### src/rtl/bram_access_sequencer.sv
// bram_access_sequencer: job-level sequencer for bram_controller (read phase, result wait, write-back).
// Define BRAM_SEQ_WATCHDOG_EN to add a WAIT_RESULT/WRITE watchdog with a sticky error_o output.
module bram_access_sequencer #(
   parameter int unsigned READ_BEATS            = 64,
   parameter int unsigned READER_DATA_OUT_WIDTH = 8,
   parameter int unsigned WRITER_DATA_IN_WIDTH  = 512,
   parameter int unsigned CNT_WIDTH             = 16,
   parameter int unsigned TIMEOUT_CYCLES        = 4096
) (
   input  logic                             clk_i,
   input  logic                             rst_i,
   input  logic                             start_i,
   input  logic                             abort_i,
   output logic                             busy_o,
   output logic                             done_o,
   output logic                             rd_en_o,
   input  logic                             rd_valid_i,
   input  logic [READER_DATA_OUT_WIDTH-1:0] rd_data_i,
   output logic                             stream_valid_o,
   output logic [READER_DATA_OUT_WIDTH-1:0] stream_data_o,
   input  logic                             result_valid_i,
   input  logic [WRITER_DATA_IN_WIDTH-1:0]  result_data_i,
   output logic                             wr_en_o,
   output logic                             wr_valid_o,
   output logic [WRITER_DATA_IN_WIDTH-1:0]  wr_data_o,
   input  logic                             wr_finish_i,
   output logic [CNT_WIDTH-1:0]             beat_count_o
`ifdef BRAM_SEQ_WATCHDOG_EN
   ,
   output logic                             error_o
`endif
);

   localparam logic [2:0] S_IDLE        = 3'd0;
   localparam logic [2:0] S_READ        = 3'd1;
   localparam logic [2:0] S_WAIT_RESULT = 3'd2;
   localparam logic [2:0] S_WR_LOAD     = 3'd3;
   localparam logic [2:0] S_WRITE       = 3'd4;
   localparam logic [2:0] S_DONE        = 3'd5;

   logic [2:0] state_q, state_d;
   logic       pending_q, pending_d;
   logic       busy_d, done_d, rd_en_d, wr_en_d, wr_valid_d;
   logic       start_fire_c, beat_fire_c, capture_c, last_beat_c;

   assign start_fire_c = (state_q == S_IDLE) && start_i;
   assign beat_fire_c  = (state_q == S_READ) && rd_valid_i && !abort_i;
   assign capture_c    = ((state_q == S_READ) || (state_q == S_WAIT_RESULT))
                         && result_valid_i && !abort_i;
   assign last_beat_c  = beat_count_o == CNT_WIDTH'(READ_BEATS - 1);

`ifdef BRAM_SEQ_WATCHDOG_EN
   localparam int unsigned WD_W = $clog2(TIMEOUT_CYCLES + 1);

   logic [WD_W-1:0] wd_cnt_q;
   logic            wd_expired_c;
   logic            error_d;

   assign wd_expired_c = ((state_q == S_WAIT_RESULT) || (state_q == S_WRITE))
                         && (wd_cnt_q == WD_W'(TIMEOUT_CYCLES - 1));
`else
   logic unused_timeout;
   assign unused_timeout = ^32'(TIMEOUT_CYCLES);
`endif

   // Next state and next registered outputs; abort overrides everything.
   always_comb begin
      state_d   = state_q;
      pending_d = pending_q;
`ifdef BRAM_SEQ_WATCHDOG_EN
      error_d   = error_o;
`endif
      case (state_q)
         S_IDLE:        if (start_i) state_d = S_READ;
         S_READ:        if (rd_valid_i && last_beat_c) state_d = S_WAIT_RESULT;
         S_WAIT_RESULT: if (result_valid_i || pending_q) state_d = S_WR_LOAD;
         S_WR_LOAD:     state_d = S_WRITE;
         S_WRITE:       if (wr_finish_i) state_d = S_DONE;
         S_DONE:        state_d = S_IDLE;
         default:       state_d = S_IDLE;
      endcase
`ifdef BRAM_SEQ_WATCHDOG_EN
      if (start_fire_c) error_d = 1'b0;
      if (wd_expired_c && !abort_i) begin
         state_d = S_IDLE;
         error_d = 1'b1;
      end
`endif
      if (abort_i && (state_q != S_IDLE)) state_d = S_IDLE;

      if ((state_q == S_READ) && capture_c) pending_d = 1'b1;
      if ((state_d == S_IDLE) || (state_d == S_WR_LOAD)) pending_d = 1'b0;

      busy_d     = state_d != S_IDLE;
      done_d     = state_d == S_DONE;
      rd_en_d    = state_d == S_READ;
      wr_en_d    = (state_d == S_WR_LOAD) || (state_d == S_WRITE);
      wr_valid_d = state_d == S_WR_LOAD;
   end

   always_ff @(posedge clk_i or negedge rst_i) begin
      if (!rst_i) begin
         state_q    <= S_IDLE;
         pending_q  <= 1'b0;
         busy_o     <= 1'b0;
         done_o     <= 1'b0;
         rd_en_o    <= 1'b0;
         wr_en_o    <= 1'b0;
         wr_valid_o <= 1'b0;
      end else begin
         state_q    <= state_d;
         pending_q  <= pending_d;
         busy_o     <= busy_d;
         done_o     <= done_d;
         rd_en_o    <= rd_en_d;
         wr_en_o    <= wr_en_d;
         wr_valid_o <= wr_valid_d;
      end
   end

   // Read-beat forwarding, beat counting and result latch.
   always_ff @(posedge clk_i or negedge rst_i) begin
      if (!rst_i) begin
         stream_valid_o <= 1'b0;
         stream_data_o  <= '0;
         beat_count_o   <= '0;
         wr_data_o      <= '0;
      end else begin
         stream_valid_o <= beat_fire_c;
         if (beat_fire_c) stream_data_o <= rd_data_i;
         if (start_fire_c) beat_count_o <= '0;
         else if (beat_fire_c) beat_count_o <= beat_count_o + CNT_WIDTH'(1);
         if (capture_c) wr_data_o <= result_data_i;
      end
   end

`ifdef BRAM_SEQ_WATCHDOG_EN
   // Watchdog restarts on every state entry and only runs while waiting on an external agent.
   always_ff @(posedge clk_i or negedge rst_i) begin
      if (!rst_i) begin
         wd_cnt_q <= '0;
         error_o  <= 1'b0;
      end else begin
         error_o <= error_d;
         if ((state_d == state_q) && ((state_q == S_WAIT_RESULT) || (state_q == S_WRITE)))
            wd_cnt_q <= wd_cnt_q + WD_W'(1);
         else
            wd_cnt_q <= '0;
      end
   end
`endif

endmodule

### config.mk
export PLATFORM = sky130hd
export DESIGN_NAME = bram_access_sequencer
export DESIGN_NICKNAME = d
export VERILOG_FILES = /design/src/rtl/bram_access_sequencer.sv
export SDC_FILE = /design/constraint.sdc
export NUM_CORES = 1
export LEC_CHECK = 0
export ABC_AREA = 1
export CAP_MARGIN = 20
export CORE_AREA = 2 2 412 414
export CTS_CLUSTER_SIZE = 10
export DETAILED_ROUTE_END_ITERATION = 12
export DIE_AREA = 0 0 414 416
export PLACE_DENSITY = 0.39
export SLEW_MARGIN = 40
export SYNTH_ARGS = -nofsm -noshare
export SYNTH_HDL_FRONTEND = slang
export SYNTH_SLANG_ARGS = --single-unit
### constraint.sdc
create_clock -name clk_i -period 1.7 [get_ports clk_i]
set_clock_uncertainty 0.1 [all_clocks]
set_input_delay 0.34 -clock clk_i [delete_from_list [all_inputs] [get_ports clk_i]]
set_output_delay 0.34 -clock clk_i [all_outputs]
set_load 0.05 [all_outputs]
==> run metrics <==
outcome finished, violations left; violated checks setup timing; Pleak 19.9 nW; H-tree depth 3; max layer used met5; CTS Sinks approximately 550; clk slew on worst S/H paths 0.06 ns; # setup viols final 570; Seq/Total Area, Yosys between 60 and 70%; Unique masters post-synth 21; detailed-route DRC error count 0; Antenna Nets Post-Route 0; Worst EP arrival approximately 2.3 ns; first-pass GRT wire length between 150 and 200 mm; r2r startpoint state_q[1]$_DFF_PN0_; Fmax 539 MHz; HP Class in -> reg; Post-Layout Cell Count 5877; post-DP HPWL about 92 mm; fin worst setup slack -0.154 ns; metal3 WL 8.38 mm; post-synth top area share between 60% and 70%; largest net degree at the start of global routing 54; Via density 3.41; Max-slew headroom a little under three fifths; Max Root-Sink Buffers 3; Port Buffer Count 1068; I/O Pins 1069; GRT Overall Usage between 10 and 15%; met2 WL 59.5 mm; Post-Place Setup Slack -0.667 ns; Pwr Density 2250 nW/um^2; Layout Nets 4119; RSZ-0062 raised after global routing true; Routed WL 117 mm; synthesized cell area 21300 sq um; share of layout cells above drive strength 1 23.5%; crit start category flip-flop; GP Congestion around 0.81; placed insts between 5000 and 6000; Largest stage delay, worst path approximately 0.41 ns; Post-Syn Nets 2922; Worst-Skew Late Latency 0.66 ns; hold_sp result_data_i[12]; Core Box Area roughly 170000 sq um; DIE HEIGHT roughly 420 um; CP Buf/Inv Count 4; Least-Margin Pin Slew 0.666 ns; top cells by area, synth dfrtp_1 (64%), nand2_1 (28%), buf_6 (2.8%), buf_4 (1.1%), inv_1 (0.60%); CP max FO 16; root buffer cell clkbuf_16; GRT overflow 0; CP endpoint kind flip-flop; crit path cell chain a21oi_2, nand2_2, nor2_4, buf_12, inv_16, buf_12, clkbuf_16, nand2_1, nand2_1; critical path's slowest cell dfrtp_1; Tcrit/Tclk final 109%; maxcap violations 0; Reg2Reg Depth 9; Synth Register Bits about 550; DR WL/cell 19.9 um; worst reg2reg path endpoint wr_data_o[499]$_DFFE_PN0P_; initial cell density of the core 12.6%; die area about 170000 sq um; P&R area growth vs syn 91.6%; Worst Hold End wr_data_o[12]$_DFFE_PN0P_; Synth Warn # 0; CTS buffer count 76; critical setup path kind reg -> reg; Gate Count Post-Synth 2394; critical path's top delay family buffers and inverters; cell row count ~150; first drt pass iteration count 4; initial antenna violation count 46; metal1 wirelength 45.6 mm; number of DRC markers in iteration 0 974; dominant cell type by area after synthesis dfrtp_1; final hold violations 0; TNS Setup -52.74 ns; via count 20000; Peak VDD IR between 0.0009 and 0.001 V; minimum clock period 1.85 ns; flop-to-flop setup slack -0.15 ns; vias in the first global route 20300; die width approximately 410 um; Worst EP required roughly 2.1 ns; Hold Crit Depth 3; max-slew violations 0; syn_area_per_cell 8.88 sq um; CTS tree done
==> cells by family after synthesis <==
kind of cell,share of synthesized area (%)
compound gates,0.512
simple gates,30.0
flops,64.3
fa+ha+maj,0.0588
buf+inv,5.22
==> sequential cells by signal (all words and copies together) (netlist names) <==
signal / cells
wr_data_o: 512
beat_count_o: 16
stream_data_o: 8
state_q: 3
busy_o: 1
done_o: 1
pending_q: 1
rd_en_o: 1
stream_valid_o: 1
wr_en_o: 1
wr_valid_o: 1
==> where the power goes <==
group          switching (mW)  total, mW  internal, mW  leakage (nW)
logic                    31.5       51.0          19.5          11.9
clock network            6.48       16.5          9.97          1.24
registers                5.34       24.3          18.9          6.80
total                    43.3       91.7          48.4          19.9
==> routing by layer <==
metal,GRT usage (%),vias to the layer above
li1,-,9689
met1,14.8,9507
met2,22.5,619
met3,4.46,186
met4,4.65,48
met5,0,-
==> cell type report <==
cell class / instances / area [sq um]
antenna: 12 / 30.0
clock buffer: 113 / 2190
clock inverter: 21 / 329
fill: 18200 / 127000
inverter: 36 / 156
multi-input combinational: 1697 / 6590
sequential: 546 / 13700
tap: 2218 / 2780
timing repair buffer: 1234 / 15000
==> synth_stat cells, drive strengths merged <==
| cell | n |
|---|---|
| o221a | 1 |
| o21ai | 9 |
| clkbuf | 10 |
| nor3 | 12 |
| nand3b | 1 |
| a21oi | 9 |
| dfrtp | 546 |
| buf | 105 |
| and3 | 1 |
| nand2 | 1607 |
| inv | 36 |
| nor2 | 29 |
| nand3 | 15 |
| nand4 | 11 |
| o21a | 1 |
| ha | 1 |
==> cells in the final DEF, fill, tap and decap left out, drive strengths merged <==
master         count
nand2           1607
buf              695
dfrtp            546
clkdlybuf4s50    525
clkbuf           125
inv               41
nor2              29
nand3             15
diode             12
nor3              12
nand4             11
o21ai              9
a21oi              9
clkinv             9
bufinv             7
o21a               1
nand3b             1
and3               1
o221a              1
ha                 1
bufbuf             1
dlygate4sd3        1
==> through the flow <==
stage	cell area [sq um]	util [%]	hold slack [ns]	power [mW]
finish	40700	24.2	0.104	91.7
global route	40700	24.2	0.0576	96.0
CTS	40200	23.9	0.0170	92.8
global placement	37400	22.3	0.283	75.3
detailed placement	37400	22.3	0.282	75.5
floorplan	21300	-	-0.0556	49.1
==> tightest hold or removal path: stages <==
cell and delay (ns):
clkdlybuf4s50_1 0.39, nand2_1 0.06, nand2_1 0.04
==> worst max-delay path by stage <==
stage / startpoint / to / slack, ns / depth (start not counted)
finish: state_q[1]$_DFF_PN0_ / wr_data_o[499]$_DFFE_PN0P_ / -0.15 / 9
global route: state_q[0]$_DFF_PN0_ / wr_data_o[153]$_DFFE_PN0P_ / -0.26 / 9
CTS: state_q[1]$_DFF_PN0_ / wr_data_o[510]$_DFFE_PN0P_ / -0.22 / 8
detailed placement: abort_i / wr_data_o[392]$_DFFE_PN0P_ / -0.67 / 9
global placement: abort_i / wr_data_o[393]$_DFFE_PN0P_ / -0.67 / 9
floorplan: beat_count_o[1]$_DFFE_PN0P_ / pending_q$_DFFE_PN0P_ / 0.005 / 12
==> timing repair <==
action / in CTS / in global routing
resized for setup: 35 / 41
pin swaps: 7 / 13
setup buffers: 4 / 5
hold endpoints to repair: 546 / 0
setup endpoints to repair: 1063 / 1083
hold buffers: 1 / 0
gates cloned: 2 / 14
No activity file was read; power rests on OpenSTA's default activity.
